==> src/rtl/auth_uart_rx.sv <==
// auth_uart_rx
// ------------
// 8N1 UART receiver plus the rider-authorization FSM that gates drive power.
// A 'g' (0x67) powers the drive up. An 's' (0x73) powers it down, but only
// once the load cells report that the rider is off.
//
// Parameters:
//   BAUD_CNT  clocks per bit (even, >= 16); 2604 = 50 MHz / 19200 baud
//
// Ports:
//   clk        system clock
//   rst_n      asynchronous active-low reset
//   RX         serial input, idle high, asynchronous to clk
//   rider_off  high when no rider is on the platform (synchronous to clk)
//   rx_data    last correctly framed byte
//   rdy        one-cycle pulse: new byte valid on rx_data
//   frm_err    one-cycle pulse: stop bit sampled low, byte discarded
//   pwr_up     authorization to power the drive
//
// Build option:
//   RX_GLITCH_FILTER_EN  When defined, the start bit is re-checked at its
//                        mid-bit sample. A start bit that has already returned
//                        high sends the receiver back to idle, so low pulses
//                        shorter than BAUD_CNT/2 are dropped silently.

module auth_uart_rx #(
  parameter int BAUD_CNT = 2604
) (
  input  logic       clk,
  input  logic       rst_n,
  input  logic       RX,
  input  logic       rider_off,
  output logic [7:0] rx_data,
  output logic       rdy,
  output logic       frm_err,
  output logic       pwr_up
);

  localparam int CW = $clog2(BAUD_CNT + 1);
  localparam logic [7:0] CMD_GO   = 8'h67;
  localparam logic [7:0] CMD_STOP = 8'h73;

  typedef enum logic {RX_IDLE, RX_RECV} rx_state_t;
  typedef enum logic [1:0] {AUTH_OFF, AUTH_PWRD, AUTH_DSCN} auth_state_t;

  // Synchronizer and edge-detect history. These preset to 1 (the idle line
  // level), so releasing reset does not create a false start edge.
  logic rx_meta_reg, rx_sync_reg, rx_prev_reg;

  rx_state_t   rx_state_reg, rx_state_next;
  logic [CW-1:0] baud_cnt_reg, baud_cnt_next;
  logic [3:0]  bit_cnt_reg, bit_cnt_next;
  logic [9:0]  shift_reg, shift_next;
  logic        done_reg, done_next;

  logic [7:0]  rx_data_reg;
  logic        rdy_reg, frm_err_reg;

  auth_state_t auth_state_reg, auth_state_next;
  logic        pwr_up_reg;

  // The start bit sits in shift_reg[0]. It is never used to qualify a frame.
  logic start_bit_unused;
  assign start_bit_unused = shift_reg[0];

  always_ff @(posedge clk or negedge rst_n) begin
    if (!rst_n) begin
      rx_meta_reg <= 1'b1;
      rx_sync_reg <= 1'b1;
      rx_prev_reg <= 1'b1;
    end else begin
      rx_meta_reg <= RX;
      rx_sync_reg <= rx_meta_reg;
      rx_prev_reg <= rx_sync_reg;
    end
  end

  // The receiver state register. Reset also aborts any frame in progress.
  always_ff @(posedge clk or negedge rst_n) begin
    if (!rst_n) begin
      rx_state_reg <= RX_IDLE;
      baud_cnt_reg <= '0;
      bit_cnt_reg  <= '0;
      shift_reg    <= '0;
      done_reg     <= 1'b0;
    end else begin
      rx_state_reg <= rx_state_next;
      baud_cnt_reg <= baud_cnt_next;
      bit_cnt_reg  <= bit_cnt_next;
      shift_reg    <= shift_next;
      done_reg     <= done_next;
    end
  end

  // The baud counter counts down, and a sample is taken on the clock where
  // it would reach zero. The first sample therefore lands BAUD_CNT/2 clocks
  // after the detected edge (mid start bit), and every later sample lands
  // exactly BAUD_CNT clocks after the one before.
  always_comb begin
    rx_state_next = rx_state_reg;
    baud_cnt_next = baud_cnt_reg;
    bit_cnt_next  = bit_cnt_reg;
    shift_next    = shift_reg;
    done_next     = 1'b0;
    case (rx_state_reg)
      RX_IDLE: begin
        if (rx_prev_reg && !rx_sync_reg) begin
          rx_state_next = RX_RECV;
          baud_cnt_next = CW'(BAUD_CNT / 2);
          bit_cnt_next  = 4'd0;
        end
      end
      RX_RECV: begin
        if (baud_cnt_reg == CW'(1)) begin
          shift_next    = {rx_sync_reg, shift_reg[9:1]};
          bit_cnt_next  = bit_cnt_reg + 4'd1;
          baud_cnt_next = CW'(BAUD_CNT);
`ifdef RX_GLITCH_FILTER_EN
          if (bit_cnt_reg == 4'd0 && rx_sync_reg) begin
            rx_state_next = RX_IDLE;
          end else if (bit_cnt_reg == 4'd9) begin
            rx_state_next = RX_IDLE;
            done_next     = 1'b1;
          end
`else
          if (bit_cnt_reg == 4'd9) begin
            rx_state_next = RX_IDLE;
            done_next     = 1'b1;
          end
`endif
        end else begin
          baud_cnt_next = baud_cnt_reg - CW'(1);
        end
      end
      default: rx_state_next = RX_IDLE;
    endcase
  end

  // A frame is checked one clock after its stop sample. shift_reg cannot
  // change during that clock, because a new start edge only loads the
  // counters.
  always_ff @(posedge clk or negedge rst_n) begin
    if (!rst_n) begin
      rx_data_reg <= 8'h00;
      rdy_reg     <= 1'b0;
      frm_err_reg <= 1'b0;
    end else begin
      rdy_reg     <= 1'b0;
      frm_err_reg <= 1'b0;
      if (done_reg) begin
        if (shift_reg[9]) begin
          rx_data_reg <= shift_reg[8:1];
          rdy_reg     <= 1'b1;
        end else begin
          frm_err_reg <= 1'b1;
        end
      end
    end
  end

  always_ff @(posedge clk or negedge rst_n) begin
    if (!rst_n) begin
      auth_state_reg <= AUTH_OFF;
      pwr_up_reg     <= 1'b0;
    end else begin
      auth_state_reg <= auth_state_next;
      pwr_up_reg     <= (auth_state_next != AUTH_OFF);
    end
  end

  always_comb begin
    auth_state_next = auth_state_reg;
    case (auth_state_reg)
      AUTH_OFF: begin
        if (rdy_reg && rx_data_reg == CMD_GO) auth_state_next = AUTH_PWRD;
      end
      AUTH_PWRD: begin
        // rider_off alone is ignored here: only an 's' can remove power.
        if (rdy_reg && rx_data_reg == CMD_STOP)
          auth_state_next = rider_off ? AUTH_OFF : AUTH_DSCN;
      end
      AUTH_DSCN: begin
        if (rider_off)                             auth_state_next = AUTH_OFF;
        else if (rdy_reg && rx_data_reg == CMD_GO) auth_state_next = AUTH_PWRD;
      end
      default: auth_state_next = AUTH_OFF;
    endcase
  end

  assign rx_data = rx_data_reg;
  assign rdy     = rdy_reg;
  assign frm_err = frm_err_reg;
  assign pwr_up  = pwr_up_reg;

endmodule

==> config.mk <==
export PLATFORM = sky130hd
export DESIGN_NAME = auth_uart_rx
export DESIGN_NICKNAME = d
export VERILOG_FILES = /design/src/rtl/auth_uart_rx.sv
export SDC_FILE = /design/constraint.sdc
export NUM_CORES = 1
export LEC_CHECK = 0
export CORE_ASPECT_RATIO = 1.75
export CORE_MARGIN = 2
export CORE_UTILIZATION = 61
export CTS_BUF_LIST = sky130_fd_sc_hd__clkbuf_4 sky130_fd_sc_hd__clkbuf_8 sky130_fd_sc_hd__clkbuf_16
export CTS_CLUSTER_DIAMETER = 100
export CTS_CLUSTER_SIZE = 14
export DETAILED_ROUTE_END_ITERATION = 8
export MAX_ROUTING_LAYER = met4
export PLACE_DENSITY = 0.81
export SYNTH_ARGS = -nofsm -noshare
export SYNTH_HDL_FRONTEND = slang
export SYNTH_SLANG_ARGS = --single-unit
==> constraint.sdc <==
create_clock -name clk -period 3.31 [get_ports clk]
set_input_delay 0.662 -clock clk [delete_from_list [all_inputs] [get_ports clk]]
set_output_delay 0.662 -clock clk [all_outputs]
set_load 0.03 [all_outputs]
==> results_dict.tcl <==
set metrics [dict create \
    synth.most_common_cell "dfrtp_1" \
    synth_top_area_share 0.513 \
    cts_resized 0 \
    path_cells "clkdlybuf4s50_1" \
    rows 27 \
    slew_headroom 0.384 \
    nFillCells 252 \
    p_clk_frac 0.255 \
    layout.nets 188 \
    crit_required_ps 2650 \
    grt_pass1_wl_um 6240 \
    syn_avg_cell_area_um2 11.9 \
    power_leakage_nw 0.937 \
    synth-edff-count 0 \
    netlist_instances 164 \
    gp_congestion 0.914 \
    outcome "finished clean" \
    drv_cap 0 \
    drive_gt1_frac 0.182 \
    htree_levels 2 \
    die_h_um 78.8 \
    worst_slew_pin_slew_ps 925 \
    ant_nets 0 \
    netlist_area_mm2 0.00195 \
    cp-end-kind "output port" \
    n_antenna_cell 0 \
    hold_buffers 0 \
    cts.path.max_buffers 2 \
    cp.depth 1 \
    yosysUniqueCellTypes 43 \
    syn_nets 172 \
    synth.area.top_cells "dfrtp_1 (51%), mux2_2 (8.7%), dfstp_2 (4.0%), ha_1 (2.6%), nand2_1 (2.5%)" \
    seqPwrFrac 0.551 \
    largest_reg_flops 12 \
    max_freq_ghz 0.489 \
    grt_setup_unrepaired "no" \
    die-area_mm2 0.00369 \
    fin_crit_ps 2040 \
    grt_start_max_net_pins 44 \
    drtPass1Iterations 4 \
    clock_sinks 43 \
    cp_num_buf_inv 1 \
    r2r_cells 6 \
    place_area_mm2 0.00211 \
    setup_violations 0 \
    swShare 0.336 \
    fin_cells 224 \
    yosysTopAreaCell "dfrtp_1" \
    core_mm2 0.00311 \
    fin_tns_setup_ps 0 \
    vias_per_cell 5.87 \
    cpPeakStageDelay_ps 690 \
    hold_path.class "flip-flop to flip-flop" \
    drt-initial-drc-count 45 \
    antenna_found_initial 0 \
    routedWlPerCell_um 16.5 \
    syn_to_final_growth_pct 12.6 \
    cts_inserted_buffers 5 \
    final_util 0.707 \
    critPathKind "flip-flop to output port" \
    ys_seq_area_frac 0.553 \
    drcViolationCount 0 \
    worst_hold_slack_ps 359 \
    routed_wl_um 3690 \
    power_per_cell_area_mw_per_mm2 606 \
    netSwitchingPower_w 0.000447 \
    synth-warning-count 0 \
    start_util 0.628 \
    grt_overflow_total 0 \
    start_kind "flip-flop" \
    crit_family "buffers and inverters" \
    holdPathStages 0 \
    synth_commonest_cells "dfrtp_1 (40), mux2_2 (15), nand2_1 (13), inv_1 (8), nor2_1 (8)" \
    pwr-share-comb 0.194 \
    skew_ps 8.80 \
    cts_setup_buffers 0 \
    async_flop_share 1.00 \
    io_buffers 14 \
    cp_slowest_cell "clkdlybuf4s50_1" \
    worstPathMaxFanout 4 \
    cts_tree "done" \
    internal_power_w 0.000886 \
    min_period_over_period 0.617 \
    hold_viol 0 \
    synth-main-ff-cell "dfrtp_1" \
    die_w_um 46.8 \
    ioPinCount 15 \
    via_count 1315 \
    synth-seq-cells 43 \
    arrival_ps 1380 \
    placedCellCount 216 \
    finalInstanceArea_mm2 0.00220 \
    cts_root_buffer "clkbuf_8" \
    dp_hpwl_um 2710 \
    grt_pass1_vias 1377 \
    ir_worst_vdd_uv 507 \
    clkLatencyLatePin_ps 300 \
    clk_pin_slew_ps 80 \
    slew_viol_final 0 \
    grtUsageTotal 0.242 \
]
==> cells in the final DEF, fill, tap and decap left out, types with 2 or more instances in the layout <==
cell type,netlist,layout
clkbuf_8,0,5
or3_1,5,5
nor3_1,2,2
o211ai_1,2,2
o21ai_0,7,7
a21oi_1,7,7
nor2_1,8,8
clkinvlp_4,0,2
a221o_1,2,2
xnor2_1,3,3
nor2b_1,2,2
inv_1,8,8
nor4_1,4,4
dfstp_2,3,3
nor3_2,2,2
mux2i_1,2,2
clkdlybuf4s50_1,0,13
o31ai_1,5,5
ha_1,4,4
nand2_1,13,13
nand3_1,6,6
dfrtp_1,40,40
mux2_2,15,15
==> power groups by stage <==
stage                     Sequential [W]  Combinational (W)  Clock [W]
after detailed placement        0.000741           0.000260          0
final                           0.000735           0.000259   0.000339
after CTS                       0.000732           0.000261   0.000350
after global placement          0.000732           0.000248          0
after floorplan                 0.000705           0.000227          0
after global routing            0.000750           0.000295   0.000369
==> worst paths after layout <==
| check | start | to | slack (ps) |
|---|---|---|---|
| min in group asynchronous | rst_n | pwr_up | 500 |
| worst min-delay path | rx_meta_reg | rx_sync_reg | 360 |
| max in group asynchronous | rst_n | baud_cnt_reg[6] | 2240 |
| worst max register to register | baud_cnt_reg[1] | bit_cnt_reg[3] | 1340 |
| worst max-delay path | rx_data[2] | rx_data[2] | 1270 |
| worst min register to register | rx_meta_reg | rx_sync_reg | 360 |
==> cell type report <==
cell class                      count  area [um^2]  share of cell area
Tap cell                           43         53.8              0.0245
Clock inverter                      3         23.8              0.0108
Sequential cell                    43         1080               0.491
Timing Repair Buffer               14          135              0.0615
Clock buffer                        5         68.8              0.0313
Multi-Input combinational cell    107          803               0.365
Inverter                            9         33.8              0.0154
==> metal layers <==
metal | wire, um | up-vias | GRT usage
met3 | 112 | 14 | 0.0409
met4 | 116 | 0 | 0.103
met2 | 2090 | 35 | 0.418
li1 | - | 632 | -
met1 | 1360 | 634 | 0.257
met5 | 0 | - | -
==> metrics by stage <==
step           power (W)  setup slack (ps)
6_report         0.00133              1270
5_1_grt          0.00141              1220
4_1_cts          0.00134              1260
3_5_place_dp     0.00100              1350
3_3_place_gp    0.000979              1510
2_1_floorplan   0.000932              1700
==> logic make-up after synthesis <==
logic type,after synthesis,synth area share
buffers and inverters,14,0.0352
DFF,43,0.553
and+or+nand+nor,50,0.160
adders and majority gates,4,0.0256
xor gates and xnor gates,4,0.0180
AOI/OAI and AO/OA,32,0.111
muxes,17,0.0968
(Power assumes the default switching activity.)
